`src/rtl/sd_sector_responder.sv`:
```
// Target side of the core's sector-block handshake: services one 512-byte sector
// per request against a byte-wide req/ack memory port (read: mem -> core buffer, write: core buffer -> mem).
module sd_sector_responder #(
   parameter int ADDR_W   = 24,
   parameter int BUFF_LAT = 1,
   parameter int ACK_GAP  = 2
) (
   input  logic              clk_sys,
   input  logic              reset,
   input  logic [31:0]       sd_lba,
   input  logic              sd_rd,
   input  logic              sd_wr,
   output logic              sd_ack,
   output logic [8:0]        sd_buff_addr,
   output logic [7:0]        sd_buff_dout,
   output logic              sd_buff_wr,
   input  logic [7:0]        sd_buff_din,
   output logic [ADDR_W-1:0] mem_addr,
   output logic              mem_req,
   output logic              mem_we,
   output logic [7:0]        mem_wdata,
   input  logic [7:0]        mem_rdata,
   input  logic              mem_ack,
   output logic              busy
);

   localparam int SEC_W = ADDR_W - 9;
   localparam int CNT_W = 16;

   typedef enum logic [2:0] {IDLE, RD_REQ, RD_PUT, WR_SETTLE, WR_REQ, DONE, GAP} state_t;

   state_t             state_q, state_d;
   logic [SEC_W-1:0]   lba_q, lba_d;
   logic [8:0]         idx_q, idx_d;
   logic [CNT_W-1:0]   cnt_q, cnt_d;
   logic               sd_ack_q, sd_ack_d;
   logic [8:0]         sd_buff_addr_q, sd_buff_addr_d;
   logic [7:0]         sd_buff_dout_q, sd_buff_dout_d;
   logic               sd_buff_wr_q, sd_buff_wr_d;
   logic [ADDR_W-1:0]  mem_addr_q, mem_addr_d;
   logic               mem_req_q, mem_req_d;
   logic               mem_we_q, mem_we_d;
   logic [7:0]         mem_wdata_q, mem_wdata_d;
   logic               busy_q, busy_d;

   // Only the low LBA bits select a sector inside the backing region.
   logic unused_lba;
   assign unused_lba = ^sd_lba[31:SEC_W];

   always_comb begin
      state_d        = state_q;
      lba_d          = lba_q;
      idx_d          = idx_q;
      cnt_d          = cnt_q;
      sd_ack_d       = sd_ack_q;
      sd_buff_addr_d = sd_buff_addr_q;
      sd_buff_dout_d = sd_buff_dout_q;
      sd_buff_wr_d   = 1'b0;
      mem_addr_d     = mem_addr_q;
      mem_req_d      = mem_req_q;
      mem_we_d       = mem_we_q;
      mem_wdata_d    = mem_wdata_q;

      case (state_q)
         IDLE: begin
            if (sd_rd || sd_wr) begin
               lba_d          = sd_lba[SEC_W-1:0];
               idx_d          = 9'd0;
               cnt_d          = '0;
               sd_ack_d       = 1'b1;
               sd_buff_addr_d = 9'd0;
               if (sd_rd) begin
                  state_d    = RD_REQ;
                  mem_req_d  = 1'b1;
                  mem_we_d   = 1'b0;
                  mem_addr_d = {sd_lba[SEC_W-1:0], 9'd0};
               end else begin
                  state_d = WR_SETTLE;
               end
            end
         end
         RD_REQ: begin
            if (mem_ack) begin
               mem_req_d      = 1'b0;
               sd_buff_dout_d = mem_rdata;
               sd_buff_addr_d = idx_q;
               sd_buff_wr_d   = 1'b1;
               state_d        = RD_PUT;
            end
         end
         RD_PUT: begin
            if (idx_q == 9'd511) begin
               state_d  = DONE;
               sd_ack_d = 1'b0;
            end else begin
               idx_d      = idx_q + 9'd1;
               mem_req_d  = 1'b1;
               mem_addr_d = {lba_q, idx_q + 9'd1};
               state_d    = RD_REQ;
            end
         end
         WR_SETTLE: begin
            // sd_buff_addr has been stable since entry; din is valid BUFF_LAT cycles later.
            if (cnt_q == CNT_W'(BUFF_LAT)) begin
               mem_wdata_d = sd_buff_din;
               mem_req_d   = 1'b1;
               mem_we_d    = 1'b1;
               mem_addr_d  = {lba_q, idx_q};
               state_d     = WR_REQ;
            end else begin
               cnt_d = cnt_q + 1'b1;
            end
         end
         WR_REQ: begin
            if (mem_ack) begin
               mem_req_d = 1'b0;
               mem_we_d  = 1'b0;
               if (idx_q == 9'd511) begin
                  state_d  = DONE;
                  sd_ack_d = 1'b0;
               end else begin
                  idx_d          = idx_q + 9'd1;
                  sd_buff_addr_d = idx_q + 9'd1;
                  cnt_d          = '0;
                  state_d        = WR_SETTLE;
               end
            end
         end
         DONE: begin
            cnt_d   = '0;
            state_d = (ACK_GAP == 0) ? IDLE : GAP;
         end
         GAP: begin
            if (cnt_q == CNT_W'(ACK_GAP - 1)) state_d = IDLE;
            else cnt_d = cnt_q + 1'b1;
         end
         default: state_d = IDLE;
      endcase

      busy_d = (state_d != IDLE);
   end

   always_ff @(posedge clk_sys) begin
      if (reset) begin
         state_q        <= IDLE;
         lba_q          <= '0;
         idx_q          <= '0;
         cnt_q          <= '0;
         sd_ack_q       <= 1'b0;
         sd_buff_addr_q <= '0;
         sd_buff_dout_q <= '0;
         sd_buff_wr_q   <= 1'b0;
         mem_addr_q     <= '0;
         mem_req_q      <= 1'b0;
         mem_we_q       <= 1'b0;
         mem_wdata_q    <= '0;
         busy_q         <= 1'b0;
      end else begin
         state_q        <= state_d;
         lba_q          <= lba_d;
         idx_q          <= idx_d;
         cnt_q          <= cnt_d;
         sd_ack_q       <= sd_ack_d;
         sd_buff_addr_q <= sd_buff_addr_d;
         sd_buff_dout_q <= sd_buff_dout_d;
         sd_buff_wr_q   <= sd_buff_wr_d;
         mem_addr_q     <= mem_addr_d;
         mem_req_q      <= mem_req_d;
         mem_we_q       <= mem_we_d;
         mem_wdata_q    <= mem_wdata_d;
         busy_q         <= busy_d;
      end
   end

   assign sd_ack       = sd_ack_q;
   assign sd_buff_addr = sd_buff_addr_q;
   assign sd_buff_dout = sd_buff_dout_q;
   assign sd_buff_wr   = sd_buff_wr_q;
   assign mem_addr     = mem_addr_q;
   assign mem_req      = mem_req_q;
   assign mem_we       = mem_we_q;
   assign mem_wdata    = mem_wdata_q;
   assign busy         = busy_q;

endmodule

```
`config.mk`:
```
export PLATFORM = sky130hd
export DESIGN_NAME = sd_sector_responder
export DESIGN_NICKNAME = d
export VERILOG_FILES = /design/src/rtl/sd_sector_responder.sv
export SDC_FILE = /design/constraint.sdc
export NUM_CORES = 1
export LEC_CHECK = 0
export BUFFER_PORTS_ARGS = -buffer_cell sky130_fd_sc_hd__buf_4
export CAP_MARGIN = 20
export CORE_AREA = 3 3 181 95
export CTS_BUF_LIST = sky130_fd_sc_hd__clkbuf_16
export DETAILED_ROUTE_END_ITERATION = 10
export DIE_AREA = 0 0 184 98
export HOLD_SLACK_MARGIN = 0.08
export PLACE_DENSITY = 0.47
export SLEW_MARGIN = 20
export SYNTH_ARGS = -nofsm -noshare
export SYNTH_HDL_FRONTEND = slang
export SYNTH_SLANG_ARGS = --single-unit
```
`constraint.sdc`:
```
create_clock -name clk_sys -period 3.6 [get_ports clk_sys]
set_input_delay 0.18 -clock clk_sys [delete_from_list [all_inputs] [get_ports clk_sys]]
set_output_delay 0.18 -clock clk_sys [all_outputs]
set_load 0.05 [all_outputs]
```
==> results.md, run 1 <==
- Status: finished clean
- WHS Endpoint: sd_buff_dout[5]$_SDFFE_PP0P_
- Gr ovfl total: 0
- Clock Path Buffers: 2
- First-pass GRT wire length: 21.4 mm
- Post-CTS Setup Inserts: 0
- Top cells by count, synth: dfxtp_1 (97), a21oi_1 (63), nor2_1 (49)
- Core Util, Final: around 40%
- Synthesized cell area: 4670 sq um
- Pins Over Slew Limit: 0
- Hold path depth: 3
- Worst-Margin Slew: 1010 ps
- Max capacitance violation total: 0
- GR Util All Layers: 14.6%
- Vias in the first global route: 4136
- Sw Ratio: between 30 and 40%
- Port Buffers: between 80 and 90
- Power per cell area: about 460 nW/um^2
- Clock Pin Slew Worst Setup and Hold Paths: around 80 ps
- Top-level I/O count: 107
- Root Buffer: clkbuf_16
- DRC: 0
- Post-DP Area: 5540 sq um
- Crit Path Class: reg2reg
- Hold Fails Final Rpt: 0
- Asr flop ratio synth: 0%
- Initial Utilization: 30.2%
- H-tree Lvls: 3
- DRT iter0 DRCs: 186
- Die H: 98 microns
- Hold Crit Start: mem_rdata[5]
- Part of the cycle the worst path needs: between 80% and 90%
- Critical path endpoint category: flop
- Met2 Usage GRT: 23.2%
- GR Util met1: 19.6%
- Clock Latency Late Sink: 350 ps
- Worst EP arrival: about 3400 ps
- Leakage: 2.48 nW
- Register area share after synthesis: 41.6%
- Avg Cell Area, Syn: 8.57 sq um
- Synth area leader: dfxtp_1
- Gp weighted congestion: 0.778
- Clk pwr share: 34.0%
- Share of the synthesized area in the top cell type: 41.6%
- Total CTS buffers: 9
- Main area contributors after synthesis: dfxtp_1 (42%), mux2i_1 (9.0%), a21oi_1 (6.8%), nor2_1 (3.9%), nand2_1 (3.4%)
- WL per Instance: 15.0 microns
- VDD IR max: ~260 uV
- Initial antenna violation count: 0
- Final wirelength: around 13 mm
- R2R depth: 10
- Hold slack: 101 ps
- Fmax: 0.320 GHz
- Req. time, crit path: 3890 ps
- R2r setup slk: 480 ps
- TritonCTS Sinks: 97
- Cell variety after synth: 56
- Antenna Cells: 0
- Comb power frac: ~25%
- Post-synth EDFFs: 0
- HPWL Detailed: between 8 and 9 mm
- DRT Pass-1 Iters: 4
- Top-count cell post-synth: dfxtp_1
- Chip Width: between 150 and 200 microns
- Detailed-route via count: 4274
- Grt met3 use: ~4.4%
- Worst slew margin: around 32%
- Synth Flop Type: dfxtp_1
- Post-DR vias/cell: 4.97
- Cell Int Power: ~1.9 mW
- Synthesized net count: between 600 and 700
- Share of layout cells above drive strength 1: roughly a fifth
- Ys Warns: 0
- Sequential power share: 41.5%
- Skew final: 10.1 ps
- Fin Setup TNS: 0 ps
- Hold Path Class: in2reg
- RR Startpoint: idx_q[1]$_SDFFE_PP0P_
- CP startpoint kind: flop
- Crit. Startpoint: idx_q[1]$_SDFFE_PP0P_
- CTS tree: built
- # setup viols final: 0
- Reg2reg end: cnt_q[10]$_SDFFE_PP0P_
- GRT busiest layer: met2
- Core ar.: 15500 sq um
- Unrepaired setup endpoints after global routing: no
- Mapped Cells: 545
- Num rows: 32
- Final-stage net count: slightly above 700
- Tmin final: 3120 ps
- NetSw: 940 uW
- Crit-path max FO: 11
- Die ar.: 18000 sq um
- #FFs+latches synth: 97
- Post-route cell area: 6140 sq um
- P&R area growth vs syn: 31.5%
- Largest net degree at the start of global routing: between 90 and 100
- Post-DRT Antenna Nets: 0
==> sequential cells by signal, indices dropped and copies added, names as in the netlist <==
| name | count |
|---|---|
| busy | 1 |
| cnt_q | 16 |
| idx_q | 9 |
| lba_q | 15 |
| mem_addr | 24 |
| mem_req | 1 |
| mem_wdata | 8 |
| mem_we | 1 |
| sd_ack | 1 |
| sd_buff_addr | 9 |
| sd_buff_dout | 8 |
| sd_buff_wr | 1 |
| state_q | 3 |
==> repair_timing <==
action                                 in CTS  in global routing
setup endpoints to repair                   0                  0
hold buffers                               30                  0
resized for setup                           0                  0
endpoints found under the hold margin      30                  0
==> power groups by stage <==
stage,logic (mW),registers [mW],clock network (mW)
floorplan,0.330,1.33,0
global placement,0.670,1.20,0
detailed placement,0.673,1.20,0
CTS,0.701,1.17,1.00
global route,0.754,1.18,1.05
finish,0.692,1.17,0.960
==> how the worst max path moves through the flow <==
stage	endpoint	slack [ps]	cells past startpoint
after detailed placement	cnt_q[12]$_SDFFE_PP0P_	520	10
after CTS	cnt_q[10]$_SDFFE_PP0P_	480	10
after global routing	cnt_q[12]$_SDFFE_PP0P_	230	10
final	cnt_q[10]$_SDFFE_PP0P_	480	10
after global placement	cnt_q[10]$_SDFFE_PP0P_	580	10
after floorplan	cnt_q[12]$_SDFFE_PP0P_	690	12
==> cell type report <==
cell class,count,area (sq um)
clock buffer,9,225
sequential,97,1940
clock inverter,7,72.6
tap,204,255
inverter,8,30.0
fill,1607,9310
timing repair buffer,135,1090
multi-input combinational,400,2530
==> critical path, stage by stage (launching register included) <==
cell      delay [ps]
dfxtp_1          410
ha_1             270
nand3_1          210
or2_2            410
nor2_1           130
ha_1             320
nand2b_1         180
a221oi_1         120
or2_2            420
or4_1            530
nand2_1           70
==> per-layer routing <==
layer	vias to the layer above	share of wire [%]
li1	2214	-
met4	0	0.59
met1	1998	50
met2	56	45
met3	6	3.7
met5	-	0
==> placed cells by master, fill, tap and decap left out, types with 5 or more instances in the layout <==
master / instances
a21oi_1: 63
o21bai_1: 5
nor2b_1: 13
a311oi_1: 15
nand4_1: 8
dlygate4sd3_1: 30
buf_4: 105
or3_1: 7
dfxtp_1: 97
nand3_1: 12
nor2_1: 49
nor3_1: 15
mux2i_1: 42
nand2b_1: 7
or4_1: 13
a221o_1: 5
clkbuf_16: 9
xnor2_1: 8
a21o_1: 5
inv_1: 8
o31ai_1: 10
or2_2: 5
o21ai_0: 22
nand2_1: 42
==> per-stage QoR <==
step | power [mW] | instances | worst slack [ps]
floorplan | 1.66 | 545 | 689
global placement | 1.87 | 814 | 575
detailed placement | 1.87 | 814 | 517
CTS | 2.88 | 860 | 482
global route | 2.98 | 860 | 231
finish | 2.82 | 860 | 478
==> cells by family after synthesis <==
group / synth area share (%)
and+or+nand+nor: 20.4
AOI/OAI and AO/OA: 21.3
DFF: 41.6
buffers and inverters: 4.37
muxes: 9.73
xor gates and xnor gates: 1.50
adders and majority gates: 1.07
(Power assumes the default switching activity.)
==> run 2: changes to the inputs <==
--- a/config.mk
+++ b/config.mk
@@ -7,12 +7,12 @@
 export LEC_CHECK = 0
 export BUFFER_PORTS_ARGS = -buffer_cell sky130_fd_sc_hd__buf_4
 export CAP_MARGIN = 20
-export CORE_AREA = 3 3 181 95
+export CORE_AREA = 3 3 135 72
 export CTS_BUF_LIST = sky130_fd_sc_hd__clkbuf_16
 export DETAILED_ROUTE_END_ITERATION = 10
-export DIE_AREA = 0 0 184 98
+export DIE_AREA = 0 0 138 75
 export HOLD_SLACK_MARGIN = 0.08
-export PLACE_DENSITY = 0.47
+export PLACE_DENSITY = 0.77
 export SLEW_MARGIN = 20
 export SYNTH_ARGS = -nofsm -noshare
 export SYNTH_HDL_FRONTEND = slang
==> constraint.sdc (replaced) <==
create_clock -name clk_sys -period 3.98 [get_ports clk_sys]
set_input_delay 0.199 -clock clk_sys [delete_from_list [all_inputs] [get_ports clk_sys]]
set_output_delay 0.199 -clock clk_sys [all_outputs]
set_load 0.05 [all_outputs]
==> run 2 against run 1 <==
  * Combinational power is 16% lower
  * Global-route usage rose by 7.5 points
  * Wire length fell by 13%
  * Clock power decreased by 12%
  * Worst hold slack got worse by 12 ps
  * Largest cell class unchanged
  * Flip-flop and latch count unchanged
  * Final cell count down 14%
==> results.md, run 2 (synthesis gave the netlist of run 1 again) <==
- Top-level I/O count: 107 (unchanged)
- Final-stage net count: 673 (-4.9%)
- P&R area growth vs syn: 21.8%
- Leakage: 2.33 nW (-6.2%)
- Vias in the first global route: 3905 (-5.6%)
- Gp weighted congestion: 0.912 (+17%)
- Total CTS buffers: 9 (unchanged)
- Commonest non-fill, non-tap cells in the layout: buf_4 (99), dfxtp_1 (97), a21oi_1 (63), nor2_1 (49)
- Commonest non-fill, non-tap cell in the layout: buf_4
- Clk pwr share: 34.0% (about the same)
- Overall Power: 2.50 mW (-12%)
- H-tree Lvls: 3 (unchanged)
- Hold Fails Final Rpt: 0 (unchanged)
- Root Buffer: clkbuf_16
- Max capacitance violation total: 0 (unchanged)
- Largest net degree at the start of global routing: 95 (unchanged)
- Port Buffers: 89 (unchanged)
- Initial Utilization: 54.4% (+24 points)
- Critical path endpoint category: flop
- Part of the cycle the worst path needs: 80.0% (-6.7 points)
- Crit-path max FO: 25 (+14)
- Crit Path Class: reg2reg
- DRT Pass-1 Iters: 5 (+1)
- DRT iter0 DRCs: 296 (+59%)
- Hold Path Class: in2reg
- Final worst slack: 796 ps (+319 ps)
- Post-cts resize count: 0 (unchanged)
- WL per Instance: 15.3 microns (+1.8%)
- CP startpoint kind: flop
- Core ar.: 8590 sq um (-44%)
- Clock Latency Late Sink: 350 ps (about the same)
- GR Util All Layers: 22.1% (+7.5 points)
- Clock Path Buffers: 2 (unchanged)
- Status: finished clean
- Comb power frac: 23.4% (-1.1 points)
- Chip Width: 138 microns (-25%)
- Gr ovfl total: 0 (unchanged)
- Num rows: 24 (-25%)
- Req. time, crit path: 4250 ps (+360 ps)
- Fillers: 764 (-52%)
- Die ar.: 10400 sq um (-43%)
- R2R depth: 10 (unchanged)
- Final wirelength: 11.3 mm (-13%)
- Skew final: 8.86 ps (-1.21 ps)
- Unrepaired setup endpoints after global routing: no
- Hold slack: 88.3 ps (-12.3 ps)
- Worst-Margin Slew: 1000 ps (-10.0 ps)
- NetSw: 824 uW (-12%)
- Post-DRT Antenna Nets: 0 (unchanged)
- DRC: 0 (unchanged)
- Clock Pin Slew Worst Setup and Hold Paths: 80 ps (about the same)
- Power per cell area: 439 nW/um^2 (-4.5%)
- First-pass GRT wire length: 18.9 mm (-12%)
- Max reg flops: 24 (unchanged)
- Fin Setup TNS: 0 ps (unchanged)
- Worst slew margin: 32.6% (+0.15 points)
- Initial antenna violation count: 0 (unchanged)
- VDD IR max: 272 uV (+6.2%)
- Cell Int Power: 1.67 mW (-11%)
- Post-DR vias/cell: 5.79 (+17%)
- TritonCTS Sinks: 97 (unchanged)
- Pins Over Slew Limit: 0 (unchanged)
- Worst EP arrival: 3450 ps (+30 ps)
- Share of layout cells above drive strength 1: 20.1% (about the same)
- Hold path depth: 3 (unchanged)
- Detailed-route via count: 4276 (+0.047%)
- Antenna Cells: 0 (unchanged)
- HPWL Detailed: 7.37 mm (-14%)
- Sw Ratio: 33.0% (-0.25 points)
- Sequential power share: 42.6% (+1.1 points)
- Pre-CTS setup slack: 882 ps (+365 ps)
- # setup viols final: 0 (unchanged)
- CTS tree: built
- R2r setup slk: 800 ps (+320 ps)
- Tmin final: 3180 ps (+61.4 ps)
- Fmax: 0.314 GHz (-1.9%)
- Die H: 75 microns (-23%)
==> run 2: final timing paths <==
| path | startpoint | endpoint |
|---|---|---|
| hold reg to reg | sd_buff_dout[6]$_SDFFE_PP0P_ | sd_buff_dout[6]$_SDFFE_PP0P_ |
| setup reg to reg | idx_q[0]$_SDFFE_PP0P_ | cnt_q[5]$_SDFFE_PP0P_ |
| hold / removal | sd_lba[0] | lba_q[0]$_SDFFE_PP0P_ |
| setup / recovery | idx_q[0]$_SDFFE_PP0P_ | cnt_q[5]$_SDFFE_PP0P_ |
==> run 2: what timing repair did <==
item | CTS | global route
endpoints found under the hold margin | 1 | 0
hold buffers | 1 | 0
setup buffers | 0 | 0
==> run 2: layer usage <==
metal	GRT usage, %	vias up	share of wire, %
li1	-	2145	-
met1	27.9	2009	45
met2	37.7	115	47
met3	7.23	7	7.1
met4	5.26	0	0.85
met5	0	-	0
==> run 2: layout make-up <==
cell class | count | area, sq um | share of cell area (%)
clock inverters | 7 | 66.3 | 1.17
repair buffers | 100 | 753 | 13.2
well taps | 117 | 146 | 2.57
clock buffers | 9 | 225 | 3.96
inverters | 8 | 30.0 | 0.528
flip-flops and latches | 97 | 1940 | 34.1
multi-input cells | 400 | 2520 | 44.4
==> run 2: through the flow <==
step / instances / instance area [sq um] / util, %
after floorplan: 545 / 4670 / -
after global placement: 721 / 5390 / 62.7
after detailed placement: 721 / 5390 / 62.7
after CTS: 738 / 5690 / 66.2
after global routing: 738 / 5690 / 66.2
final: 738 / 5690 / 66.2
==> run 2: critical path, cell delays in order, from the launching register on <==
cell	delay (ps)
dfxtp_1	450
ha_1	300
nand3_1	200
or2_2	400
nor2_1	130
ha_1	310
nor2b_1	80
o21ai_1	240
a221o_1	660
o21ai_0	200
a21oi_1	150
==> run 2: power groups by stage <==
stage               combinational, mW  clock, mW  sequential [mW]
finish                          0.584      0.849             1.06
global route                    0.631      0.910             1.07
CTS                             0.581      0.864             1.06
detailed placement              0.579          0             1.08
global placement                0.572          0             1.08
floorplan                       0.298          0             1.21
==> run 3: changes to the inputs <==
--- a/config.mk
+++ b/config.mk
@@ -7,12 +7,12 @@
 export LEC_CHECK = 0
 export BUFFER_PORTS_ARGS = -buffer_cell sky130_fd_sc_hd__buf_4
 export CAP_MARGIN = 20
-export CORE_AREA = 3 3 135 72
+export CORE_AREA = 3 3 143 76
 export CTS_BUF_LIST = sky130_fd_sc_hd__clkbuf_16
 export DETAILED_ROUTE_END_ITERATION = 10
-export DIE_AREA = 0 0 138 75
+export DIE_AREA = 0 0 146 79
 export HOLD_SLACK_MARGIN = 0.08
-export PLACE_DENSITY = 0.77
+export PLACE_DENSITY = 0.73
 export SLEW_MARGIN = 20
 export SYNTH_ARGS = -nofsm -noshare
 export SYNTH_HDL_FRONTEND = slang
==> constraint.sdc (replaced) <==
create_clock -name clk_sys -period 2.6 [get_ports clk_sys]
set_input_delay 0.13 -clock clk_sys [delete_from_list [all_inputs] [get_ports clk_sys]]
set_output_delay 0.13 -clock clk_sys [all_outputs]
set_load 0.05 [all_outputs]
==> run 3 against run 2 <==
  * Maximum frequency grew 27%
  * Critical path type unchanged
  * Worst hold slack better by 210 ps
  * Total power up 63%
  * Largest cell class unchanged
==> results.md, run 3 (synthesis gave the netlist of run 1 again) <==
- Gr ovfl total: 0 (unchanged)
- Overall Power: 4.07 mW (+63%)
- Hold Path Class: in2reg
- Crit-path max FO: 6 (-76%)
- Worst EP arrival: 2770 ps (-680 ps)
- GR Util All Layers: 21.6% (-0.45 points)
- Antenna Cells: 0 (unchanged)
- Pins Over Slew Limit: 0 (unchanged)
- CTS tree: built
- Crit Path Class: reg2reg
- Tmin final: 2520 ps (-668 ps)
- Crit. Startpoint: idx_q[1]$_SDFFE_PP0P_
- Die ar.: 11500 sq um (+11%)
- Part of the cycle the worst path needs: 96.8% (+17 points)
- Hold Crit Start: sd_rd
- Vias in the first global route: 4299 (+10%)
- Initial antenna violation count: 0 (unchanged)
- Root Buffer: clkbuf_16
- Chip Width: 146 microns (+5.8%)
- Crit-path leading delay family: simple AND/OR/NAND/NOR gates
- Port Buffers: 89 (unchanged)
- Max reg flops: 24 (unchanged)
- Core ar.: 9480 sq um (+10%)
- Fmax: 0.397 GHz (+27%)
- Clock Path Buffers: 2 (unchanged)
- Clock Latency Late Sink: 350 ps (about the same)
- Critical path endpoint category: flop
- TritonCTS Sinks: 97 (unchanged)
- Req. time, crit path: 2850 ps (-1400 ps)
- Detailed-route via count: 4449 (+4.0%)
- Num rows: 25 (+4.2%)
- Commonest non-fill, non-tap cell in the layout: buf_4
- Final wirelength: 12.3 mm (+9.1%)
- Share of layout cells above drive strength 1: 22.8% (+2.6 points)
- Leakage: 2.58 nW (+11%)
- DRT Pass-1 Iters: 5 (unchanged)
- Post-DRT Antenna Nets: 0 (unchanged)
- DRC: 0 (unchanged)
- Gp weighted congestion: 0.892 (-2.2%)
- Hold Fails Final Rpt: 0 (unchanged)
- P&R area growth vs syn: 34.5%
- Post-DR vias/cell: 5.51 (-4.9%)
- Slowest-stage cell, CP: or4_1
- Largest net degree at the start of global routing: 95 (unchanged)
- Commonest non-fill, non-tap cells in the layout: buf_4 (119), dfxtp_1 (95), a21oi_1 (63), nor2_1 (48)
- Buf/Inv on CP: 0 (unchanged)
- Power per cell area: 648 nW/um^2 (+48%)
- Status: finished clean
- RR Startpoint: idx_q[1]$_SDFFE_PP0P_
- Clock Pin Slew Worst Setup and Hold Paths: 70 ps (about the same)
- Final-stage net count: 724 (+7.6%)
- HPWL Detailed: 8.17 mm (+11%)
- VDD IR max: 454 uV (+67%)
- Most used cell, CP: ha_4
- Total CTS buffers: 9 (unchanged)
- CP peak stage delay: 490 ps (-170 ps)
- H-tree Lvls: 3 (unchanged)
- Finished Layout Cells: 807 (+9.3%)
- Max capacitance violation total: 0 (unchanged)
- Worst-Margin Slew: 965 ps (-38.6 ps)
- Worst slew margin: 35.7% (+3.1 points)
- CP startpoint kind: flop
- Top-level I/O count: 107 (unchanged)
- Worst path cell trace: ha_4, nand3_4, or2_2, nor2_4, ha_4, nand2b_4, or2_1, a221o_1, or4_1, o31ai_1
- DRT iter0 DRCs: 269 (-9.1%)
- Skew final: 8.52 ps (-0.343 ps)
- Initial Utilization: 49.3% (-5.1 points)
- First-pass GRT wire length: 20.9 mm (+10%)
- Die H: 79 microns (+5.3%)
- WL per Instance: 15.3 microns (-0.25%)
- # setup viols final: 0 (unchanged)
- # placed instances: 758 (+5.1%)
## run 3: cell count changes in the layout (fill, tap and decap cells not counted), sizes merged
| cell | before | now |
|---|---|---|
| clkinv | 4 | 1 |
| clkinvlp | 1 | 0 |
| dlygate4sd3 | 1 | 31 |
| inv | 10 | 12 |
| buf | 99 | 120 |
| bufinv | 0 | 2 |
## run 3: worst reg2reg max path, cell delays in order, from the launching register on
cell and delay [ps]:
dfxtp_4 360, ha_4 180, nand3_4 80, or2_2 150, nor2_4 50, ha_4 170
nand2b_4 140, or2_1 260, a221o_1 460, or4_1 490, o31ai_1 80
## run 3: final cells by class
class | count | area, sq um
clock buffers | 9 | 225
clock inverters | 7 | 98.8
fillers | 799 | 3200
inverters | 8 | 30.0
multi-input cells | 400 | 2580
flip-flops and latches | 97 | 1950
well taps | 135 | 169
repair buffers | 151 | 1220
## run 3: final timing paths
path                                        to  slack (ps)  depth (start not counted)
setup / recovery         idx_q[3]$_SDFFE_PP0P_          80                         10
hold / removal             mem_we$_SDFFE_PP0P_         300                          5
setup reg to reg         idx_q[3]$_SDFFE_PP0P_          80                         10
hold reg to reg   sd_buff_dout[6]$_SDFFE_PP0P_         460                          2
## run 3: repair_timing
item	4_1_cts	5_1_grt
endpoints found under the hold margin	31	0
endpoints found under the setup margin	1	3
setup buffers	0	2
pin swaps	0	6
resized for setup	1	4
hold buffers	31	0
## run 3: layer usage
layer	track usage [%]	vias up	routed length [microns]	share of wire [%]
met1	27.7	2093	5720	46
met3	4.79	16	474	3.8
met4	5.91	0	173	1.4
met5	0	-	0	0
li1	-	2244	-	-
met2	37.3	96	5950	48
## run 3: metrics by stage
| step | setup slack, ps | setup TNS, ps | util, % | hold slack [ps] | instance area (sq um) |
|---|---|---|---|---|---|
| after floorplan | 23.6 | 0 | - | 230 | 4730 |
| after global placement | 100 | 0 | 59.2 | 367 | 5610 |
| after detailed placement | 46.1 | 0 | 59.2 | 377 | 5610 |
| after CTS | 74.4 | 0 | 65.9 | 291 | 6240 |
| after global routing | -0.0444 | -0.0444 | 66.2 | 342 | 6280 |
| final | 83.9 | 0 | 66.2 | 300 | 6280 |
## run 3: where the power goes
group | switching [mW] | internal, mW
Combinational | 0.592 | 0.390
Clock | 0.597 | 0.854
Sequential | 0.0612 | 1.57
Total | 1.25 | 2.82
